$ cat src/rtl/fifo_serializer_if.sv
// FIFO read port, enable and serial-line signals of fifo_serializer.
// The slave side is the serializer; the master side drives it.
interface fifo_serializer_if #(
  parameter int WIDTH = 4
);
  logic             tx_enable;
  logic             fifo_empty;
  logic [0:WIDTH-1] fifo_data;
  logic             fifo_rd_en;
  logic             ser_out;
  logic             ser_frame;
  logic             busy;
  logic [15:0]      frame_count;

  modport slave (
    input  tx_enable,
    input  fifo_empty,
    input  fifo_data,
    output fifo_rd_en,
    output ser_out,
    output ser_frame,
    output busy,
    output frame_count
  );

  modport master (
    output tx_enable,
    output fifo_empty,
    output fifo_data,
    input  fifo_rd_en,
    input  ser_out,
    input  ser_frame,
    input  busy,
    input  frame_count
  );
endinterface

$ cat src/rtl/fifo_serializer.sv
// FIFO drain stage: pops words and sends start/data/[parity]/stop frames.
// Optional even-parity bit enabled by macro FIFO_SERIALIZER_PARITY_EN.
module fifo_serializer #(
  parameter int WIDTH      = 4,
  parameter int BIT_CYCLES = 1,
  parameter int GAP_CYCLES = 1
) (
  input logic               clk,
  input logic               rstn,
  fifo_serializer_if.slave  bus
);
  localparam int CW = $clog2(BIT_CYCLES + 1);
  localparam int IW = $clog2(WIDTH + 1);
  localparam int GW =
    (GAP_CYCLES > 1) ? $clog2(GAP_CYCLES + 1) : 1;
  localparam logic [CW-1:0] CYC_LAST =
    CW'(BIT_CYCLES - 1);
  localparam logic [IW-1:0] IDX_LAST = IW'(WIDTH - 1);
  localparam logic [GW-1:0] GAP_LAST =
    GW'((GAP_CYCLES > 0) ? GAP_CYCLES - 1 : 0);

  typedef enum logic [2:0] {
    IDLE,
    WAIT,
    START,
    DATA,
`ifdef FIFO_SERIALIZER_PARITY_EN
    PARITY,
`endif
    STOP,
    GAP
  } state_t;

  state_t           state_q, state_n;
  logic [CW-1:0]    cyc_q, cyc_n;
  logic [IW-1:0]    idx_q, idx_n;
  logic [GW-1:0]    gap_q, gap_n;
  logic [0:WIDTH-1] sh_q, sh_n;
  logic             ser_q, ser_n;
  logic             frame_q, frame_n;
  logic             busy_q, busy_n;
  logic [15:0]      fc_q;
  logic             bit_done;
  logic             pop;

  assign bit_done = (cyc_q == CYC_LAST);

  // Gated by rstn so no pop can escape while reset is held.
  assign pop = rstn && (state_q == IDLE) &&
               bus.tx_enable && !bus.fifo_empty;

  assign bus.fifo_rd_en  = pop;
  assign bus.ser_out     = ser_q;
  assign bus.ser_frame   = frame_q;
  assign bus.busy        = busy_q;
  assign bus.frame_count = fc_q;

  always_ff @(posedge clk or negedge rstn) begin
    if (!rstn) begin
      state_q <= IDLE;
    end else begin
      state_q <= state_n;
    end
  end

  always_comb begin
    state_n = state_q;
    unique case (1'b1)
      (state_q == IDLE): begin
        if (pop) state_n = WAIT;
      end
      (state_q == WAIT): begin
        state_n = START;
      end
      (state_q == START): begin
        if (bit_done) state_n = DATA;
      end
      (state_q == DATA): begin
        if (bit_done && idx_q == IDX_LAST) begin
`ifdef FIFO_SERIALIZER_PARITY_EN
          state_n = PARITY;
`else
          state_n = STOP;
`endif
        end
      end
`ifdef FIFO_SERIALIZER_PARITY_EN
      (state_q == PARITY): begin
        if (bit_done) state_n = STOP;
      end
`endif
      (state_q == STOP): begin
        if (bit_done)
          state_n = (GAP_CYCLES > 0) ? GAP : IDLE;
      end
      (state_q == GAP): begin
        if (gap_q == GAP_LAST) state_n = IDLE;
      end
      default: state_n = IDLE;
    endcase
  end

  // Counters restart on every state change.
  always_comb begin
    cyc_n = '0;
    idx_n = '0;
    gap_n = '0;
    sh_n  = sh_q;
    if (state_n == state_q) begin
      cyc_n = bit_done ? '0 : cyc_q + 1'b1;
      idx_n = idx_q;
      if (state_q == DATA && bit_done)
        idx_n = idx_q + 1'b1;
      if (state_q == GAP)
        gap_n = gap_q + 1'b1;
    end
    if (state_q == WAIT) begin
      sh_n = bus.fifo_data;
    end else if (state_q == DATA && state_n == DATA &&
                 bit_done) begin
      // Rotate so the word stays intact for parity.
      sh_n = {sh_q[1:WIDTH-1], sh_q[0]};
    end
  end

  // Line outputs are registered from the next state.
  always_comb begin
    ser_n   = 1'b1;
    frame_n = 1'b0;
    busy_n  = (state_n != IDLE);
    unique case (1'b1)
      (state_n == START): begin
        ser_n   = 1'b0;
        frame_n = 1'b1;
      end
      (state_n == DATA): begin
        ser_n   = sh_n[0];
        frame_n = 1'b1;
      end
`ifdef FIFO_SERIALIZER_PARITY_EN
      (state_n == PARITY): begin
        ser_n   = ^sh_n;
        frame_n = 1'b1;
      end
`endif
      (state_n == STOP): begin
        frame_n = 1'b1;
      end
      default: begin
        ser_n   = 1'b1;
        frame_n = 1'b0;
      end
    endcase
  end

  always_ff @(posedge clk or negedge rstn) begin
    if (!rstn) begin
      cyc_q   <= '0;
      idx_q   <= '0;
      gap_q   <= '0;
      sh_q    <= '0;
      ser_q   <= 1'b1;
      frame_q <= 1'b0;
      busy_q  <= 1'b0;
      fc_q    <= '0;
    end else begin
      cyc_q   <= cyc_n;
      idx_q   <= idx_n;
      gap_q   <= gap_n;
      sh_q    <= sh_n;
      ser_q   <= ser_n;
      frame_q <= frame_n;
      busy_q  <= busy_n;
      if (state_q == STOP && bit_done)
        fc_q <= fc_q + 16'd1;
    end
  end
endmodule

$ cat src/flat_wrapper.sv
// flat-port wrapper written by rule: the top's interface ports become plain ports
module fifo_serializer_flat 
#(
  parameter int WIDTH      = 4,
  parameter int BIT_CYCLES = 1,
  parameter int GAP_CYCLES = 1
)
  (clk, rstn, bus_tx_enable, bus_fifo_empty, bus_fifo_data, bus_fifo_rd_en, bus_ser_out, bus_ser_frame, bus_busy, bus_frame_count);
  fifo_serializer_if #(.WIDTH(WIDTH)) bus_i ();
  input logic clk;
  input logic rstn;
  input wire logic [$bits(bus_i.tx_enable)-1:0] bus_tx_enable;
  input wire logic [$bits(bus_i.fifo_empty)-1:0] bus_fifo_empty;
  input wire logic [$bits(bus_i.fifo_data)-1:0] bus_fifo_data;
  output wire logic [$bits(bus_i.fifo_rd_en)-1:0] bus_fifo_rd_en;
  output wire logic [$bits(bus_i.ser_out)-1:0] bus_ser_out;
  output wire logic [$bits(bus_i.ser_frame)-1:0] bus_ser_frame;
  output wire logic [$bits(bus_i.busy)-1:0] bus_busy;
  output wire logic [$bits(bus_i.frame_count)-1:0] bus_frame_count;
  assign bus_i.tx_enable = bus_tx_enable;
  assign bus_i.fifo_empty = bus_fifo_empty;
  assign bus_i.fifo_data = bus_fifo_data;
  assign bus_fifo_rd_en = bus_i.fifo_rd_en;
  assign bus_ser_out = bus_i.ser_out;
  assign bus_ser_frame = bus_i.ser_frame;
  assign bus_busy = bus_i.busy;
  assign bus_frame_count = bus_i.frame_count;
  fifo_serializer #(.WIDTH(WIDTH), .BIT_CYCLES(BIT_CYCLES), .GAP_CYCLES(GAP_CYCLES)) u_core (.clk(clk), .rstn(rstn), .bus(bus_i));
endmodule
$ cat config.mk
export PLATFORM = sky130hd
export DESIGN_NAME = fifo_serializer_flat
export DESIGN_NICKNAME = d
export VERILOG_FILES = /design/src/rtl/fifo_serializer_if.sv /design/src/rtl/fifo_serializer.sv /design/src/flat_wrapper.sv
export SDC_FILE = /design/constraint.sdc
export NUM_CORES = 1
export LEC_CHECK = 0
export CELL_PAD_IN_SITES_DETAIL_PLACEMENT = 1
export CELL_PAD_IN_SITES_GLOBAL_PLACEMENT = 1
export CORE_MARGIN = 5
export CORE_UTILIZATION = 25
export CTS_BUF_LIST = sky130_fd_sc_hd__clkbuf_16
export CTS_CLUSTER_SIZE = 12
export DETAILED_ROUTE_END_ITERATION = 12
export GPL_TIMING_DRIVEN = 0
export PLACE_DENSITY = 0.65
export RECOVER_POWER = 25
export SLEW_MARGIN = 40
export SYNTH_ARGS = -nofsm -noshare
export SYNTH_HDL_FRONTEND = slang
export SYNTH_SLANG_ARGS = --single-unit
$ cat constraint.sdc
create_clock -name clk -period 4 [get_ports clk]
set_input_delay 1.2 -clock clk [delete_from_list [all_inputs] [get_ports clk]]
set_output_delay 1.2 -clock clk [all_outputs]
set_load 0.03 [all_outputs]
==> results by group <==
Worst setup path
  • Startpoint types: input pin
  • Critical R2R Launch: u_core.state_q[1]$_DFF_PN0_
  • Reg2Reg Setup Slack: about 2.1 ns
  • Crit path max fanout: 2
  • Reg-to-reg endpoint: u_core.bus.busy$_DFF_PN0_
  • CP arrival: around 2.7 ns
  • Critical path endpoint: bus_fifo_rd_en
  • Crit Path Class: in -> out
  • WP data required: between 2 and 3 ns
  • Critical Path Source: bus_fifo_empty
  • Worst setup EP type: output pin
  • Reg2Reg Depth: 5

Pwr
  • Peak VDD IR: between 200 and 250 uV
  • Sw Pwr: approximately 400 uW
  • Sw Ratio: between 30% and 40%
  • Clock share of power: 30.6%
  • Power Dens Cells: between 600 and 700 nW/um^2
  • Comb power frac: between 30% and 40%
  • Sequential Power Share: between 30 and 40%
  • Pint: about 750 uW
  • Pleak: roughly 0.84 nW

Clocking
  • Worst-path clk slew: 0.05 ns
  • Root Driver: clkbuf_16
  • Clock tree buffer depth: 2
  • CTS Hold Bufs: 0
  • Num Clock Sinks: 30
  • # H-tree levels: 2
  • CTS tree: yes
  • CTS resizes: 2
  • Clk_lat worst skew: between 0.2 and 0.3 ns
  • Total CTS buffers: 5
  • Post-CTS setup buffers: 0

Synth
  • Synth Register Bits: 30
  • Mapped Area: between 1000 and 1500 sq um
  • Synth unique cells: 37
  • Syn_nets: between 100 and 150
  • YS warnings: 0
  • Post-synthesis sequential area ratio: a little over half
  • Post-Syn Area per Cell: approximately 11 sq um
  • Cells after synthesis: 129

STA
  • Rel. slew slack: roughly 54%
  • Slew @ Worst Pin: approximately 0.69 ns
  • Max-slew violation count: 0
  • Post-layout min period: a little under 4 ns
  • Setup Skew: ~0.0020 ns
  • Period utilization: 96.2%
  • Final hold slack: roughly 0.47 ns
  • F_max: 0.260 GHz
  • Hold Vio Cnt, Final: 0
  • Unrepaired setup endpoints after global routing: false
  • Final setup viols: 0

Final layout
  • Fin cells: between 200 and 250
  • FF/Latch Area: approximately 750 sq um
  • Synth-to-Final Area Change: 34.9%
  • FILL cells: 640
  • Fraction of layout cells with a size suffix above 1: 10.4%
  • Multi-input gate area: approximately 620 sq um
  • Ant diodes: 0
  • Nets@finish: between 150 and 200

GRT
  • Initial antenna violation count: 0
  • Global-route wire length before repair: ~6.1 mm
  • GRT overflow: 0
  • Tot GR Track Use: approximately a tenth
  • Vias in the first global route: 1178
  • Pin count of the biggest net entering global routing: 32

Floorplan
  • Die height: around 85 um
  • Core Box Area: roughly 5500 sq um
  • Top Ports: 28
  • Die Footprint: between 7000 and 8000 sq um
  • Die W: around 85 um
  • Initial Util: 25.7%
  • Num rows: 27

Placed design
  • Dpl cells: ~230
  • DPL Wire Length: 2.65 mm
  • Placer's final routability congestion estimate: roughly 0.8
  • Number of port buffers: 27

Outcome
  • Status: finished, final reports clean

Routing
  • Met3 Wirelength: 186 um
  • Via density: approximately 4.6
  • Met2 WL: 1.81 mm
  • First DRT Iteration DRCs: 15
  • DRC viols: 0
  • Metal-1 WL: roughly 1.5 mm
  • Final wirelength: roughly 3.6 mm
  • DRT antenna net count: 0
  • Via count: approximately 1.1k
  • DRT Pass-1 Iters: 4
  • Top Layer Used: met4
  • Wire per inst: 15.2 um

Run
  • Max-cap violations: 0

Worst hold path
  • Worst Min Path Start: u_core.bus.frame_count[15]$_DFFE_PN0N_
  • Worst min path class: reg -> reg
## power groups by stage
stage               Sequential (mW)  Combinational (mW)  Clock [mW]
floorplan                     0.442               0.239           0
global placement              0.422               0.357           0
detailed placement            0.427               0.383           0
CTS                           0.424               0.383       0.362
global route                  0.431               0.427       0.377
finish                        0.424               0.373       0.352
## worst max-delay path, stage by stage
cell             delay, ns
clkdlybuf4s50_1       0.39
nand3b_1              0.19
nor4_1                0.39
dlygate4sd2_1         0.47
## through the flow
stage	area, sq um	TNS (ns)	power, mW	worst slack, ns	util (%)
finish	1900	0	1.15	0.154	34.7
global route	1900	0	1.23	0.0125	34.7
CTS	1900	0	1.17	0.119	34.7
detailed placement	1760	-0.451	0.810	-0.451	32.2
global placement	1770	-1.28	0.779	-1.28	32.3
floorplan	1410	0	0.682	0.467	-
## logic make-up (layout without fill, tap and decap cells)
kind of cell / count (synthesis) / after routing / share of synthesized area (%)
other cells: 1 / 1 / 0.267
flops: 30 / 30 / 53.5
xor+xnor: 16 / 16 / 9.96
compound gates: 12 / 12 / 5.07
simple gates: 57 / 57 / 24.1
mux: 3 / 3 / 2.14
buf+inv: 7 / 42 / 2.31
fa+ha+maj: 3 / 3 / 2.67
## per-layer routing
| layer | vias up | GRT usage (%) |
|---|---|---|
| li1 | 513 | - |
| met1 | 531 | 12.8 |
| met2 | 28 | 17.7 |
| met3 | 4 | 3.30 |
| met4 | 0 | 3.88 |
| met5 | - | 0 |
## Yosys cell counts, drive strengths merged
library cell,instances,area [sq um]
a21o,1,7.51
nor2,9,36.3
a211oi,1,7.51
and4,2,18.8
nor3b,2,20.0
nor4,1,6.26
buf,3,17.5
inv,4,15.0
xnor2,10,87.6
nand4,6,43.8
nor4b,1,8.76
nor2b,2,12.5
nand3,2,10.0
nand2,14,52.6
or4,1,11.3
mux2i,3,30.0
dfrtp,29,726
conb,1,3.75
nor3,5,35.0
or3b,2,17.5
and3,3,18.8
nand3b,3,22.5
o311ai,1,8.76
nand2b,4,25.0
o21ai,6,30.0
xor2,6,52.6
ha,3,37.5
a22oi,1,7.51
a21oi,2,10.0
dfstp,1,26.3
## registers in the layout, summed over array words and instances (netlist names)
register                cells
u_core.sh_q                 4
u_core.state_q              3
u_core.bus.frame_count     16
u_core.bus.ser_out          1
u_core.gap_q                1
u_core.bus.ser_frame        1
u_core.bus.busy             1
u_core.idx_q                3
## layout by cell type, fill, tap and decap left out, drive strengths merged, types with 4 or more instances in the layout
cell type      count
dfrtp             29
xnor2             10
clkdlybuf4s50     25
xor2               6
nor3               5
nor2               9
nand2b             4
clkbuf             6
nand4              6
o21ai              6
inv                5
nand2             14
## how the worst min path moves through the flow
stage	end	slack (ns)	cells after the start
finish	u_core.bus.frame_count[15]$_DFFE_PN0N_	0.47	1
global route	u_core.bus.frame_count[15]$_DFFE_PN0N_	0.50	1
CTS	u_core.bus.frame_count[15]$_DFFE_PN0N_	0.48	1
detailed placement	u_core.bus.frame_count[15]$_DFFE_PN0N_	0.47	1
global placement	u_core.bus.frame_count[15]$_DFFE_PN0N_	0.46	1
floorplan	u_core.idx_q[1]$_DFFE_PN0P_	0.51	2
## layout make-up
cell class                      instances  area share (%)
Tap cell                               72            4.75
Clock buffer                            5            6.60
Buffer                                  3           0.726
Sequential cell                        30            39.6
Inverter                                4           0.792
Clock inverter                          3           0.660
Timing Repair Buffer                   27            14.1
Multi-Input combinational cell         92            32.8
No activity file was read; power rests on OpenSTA's default activity.
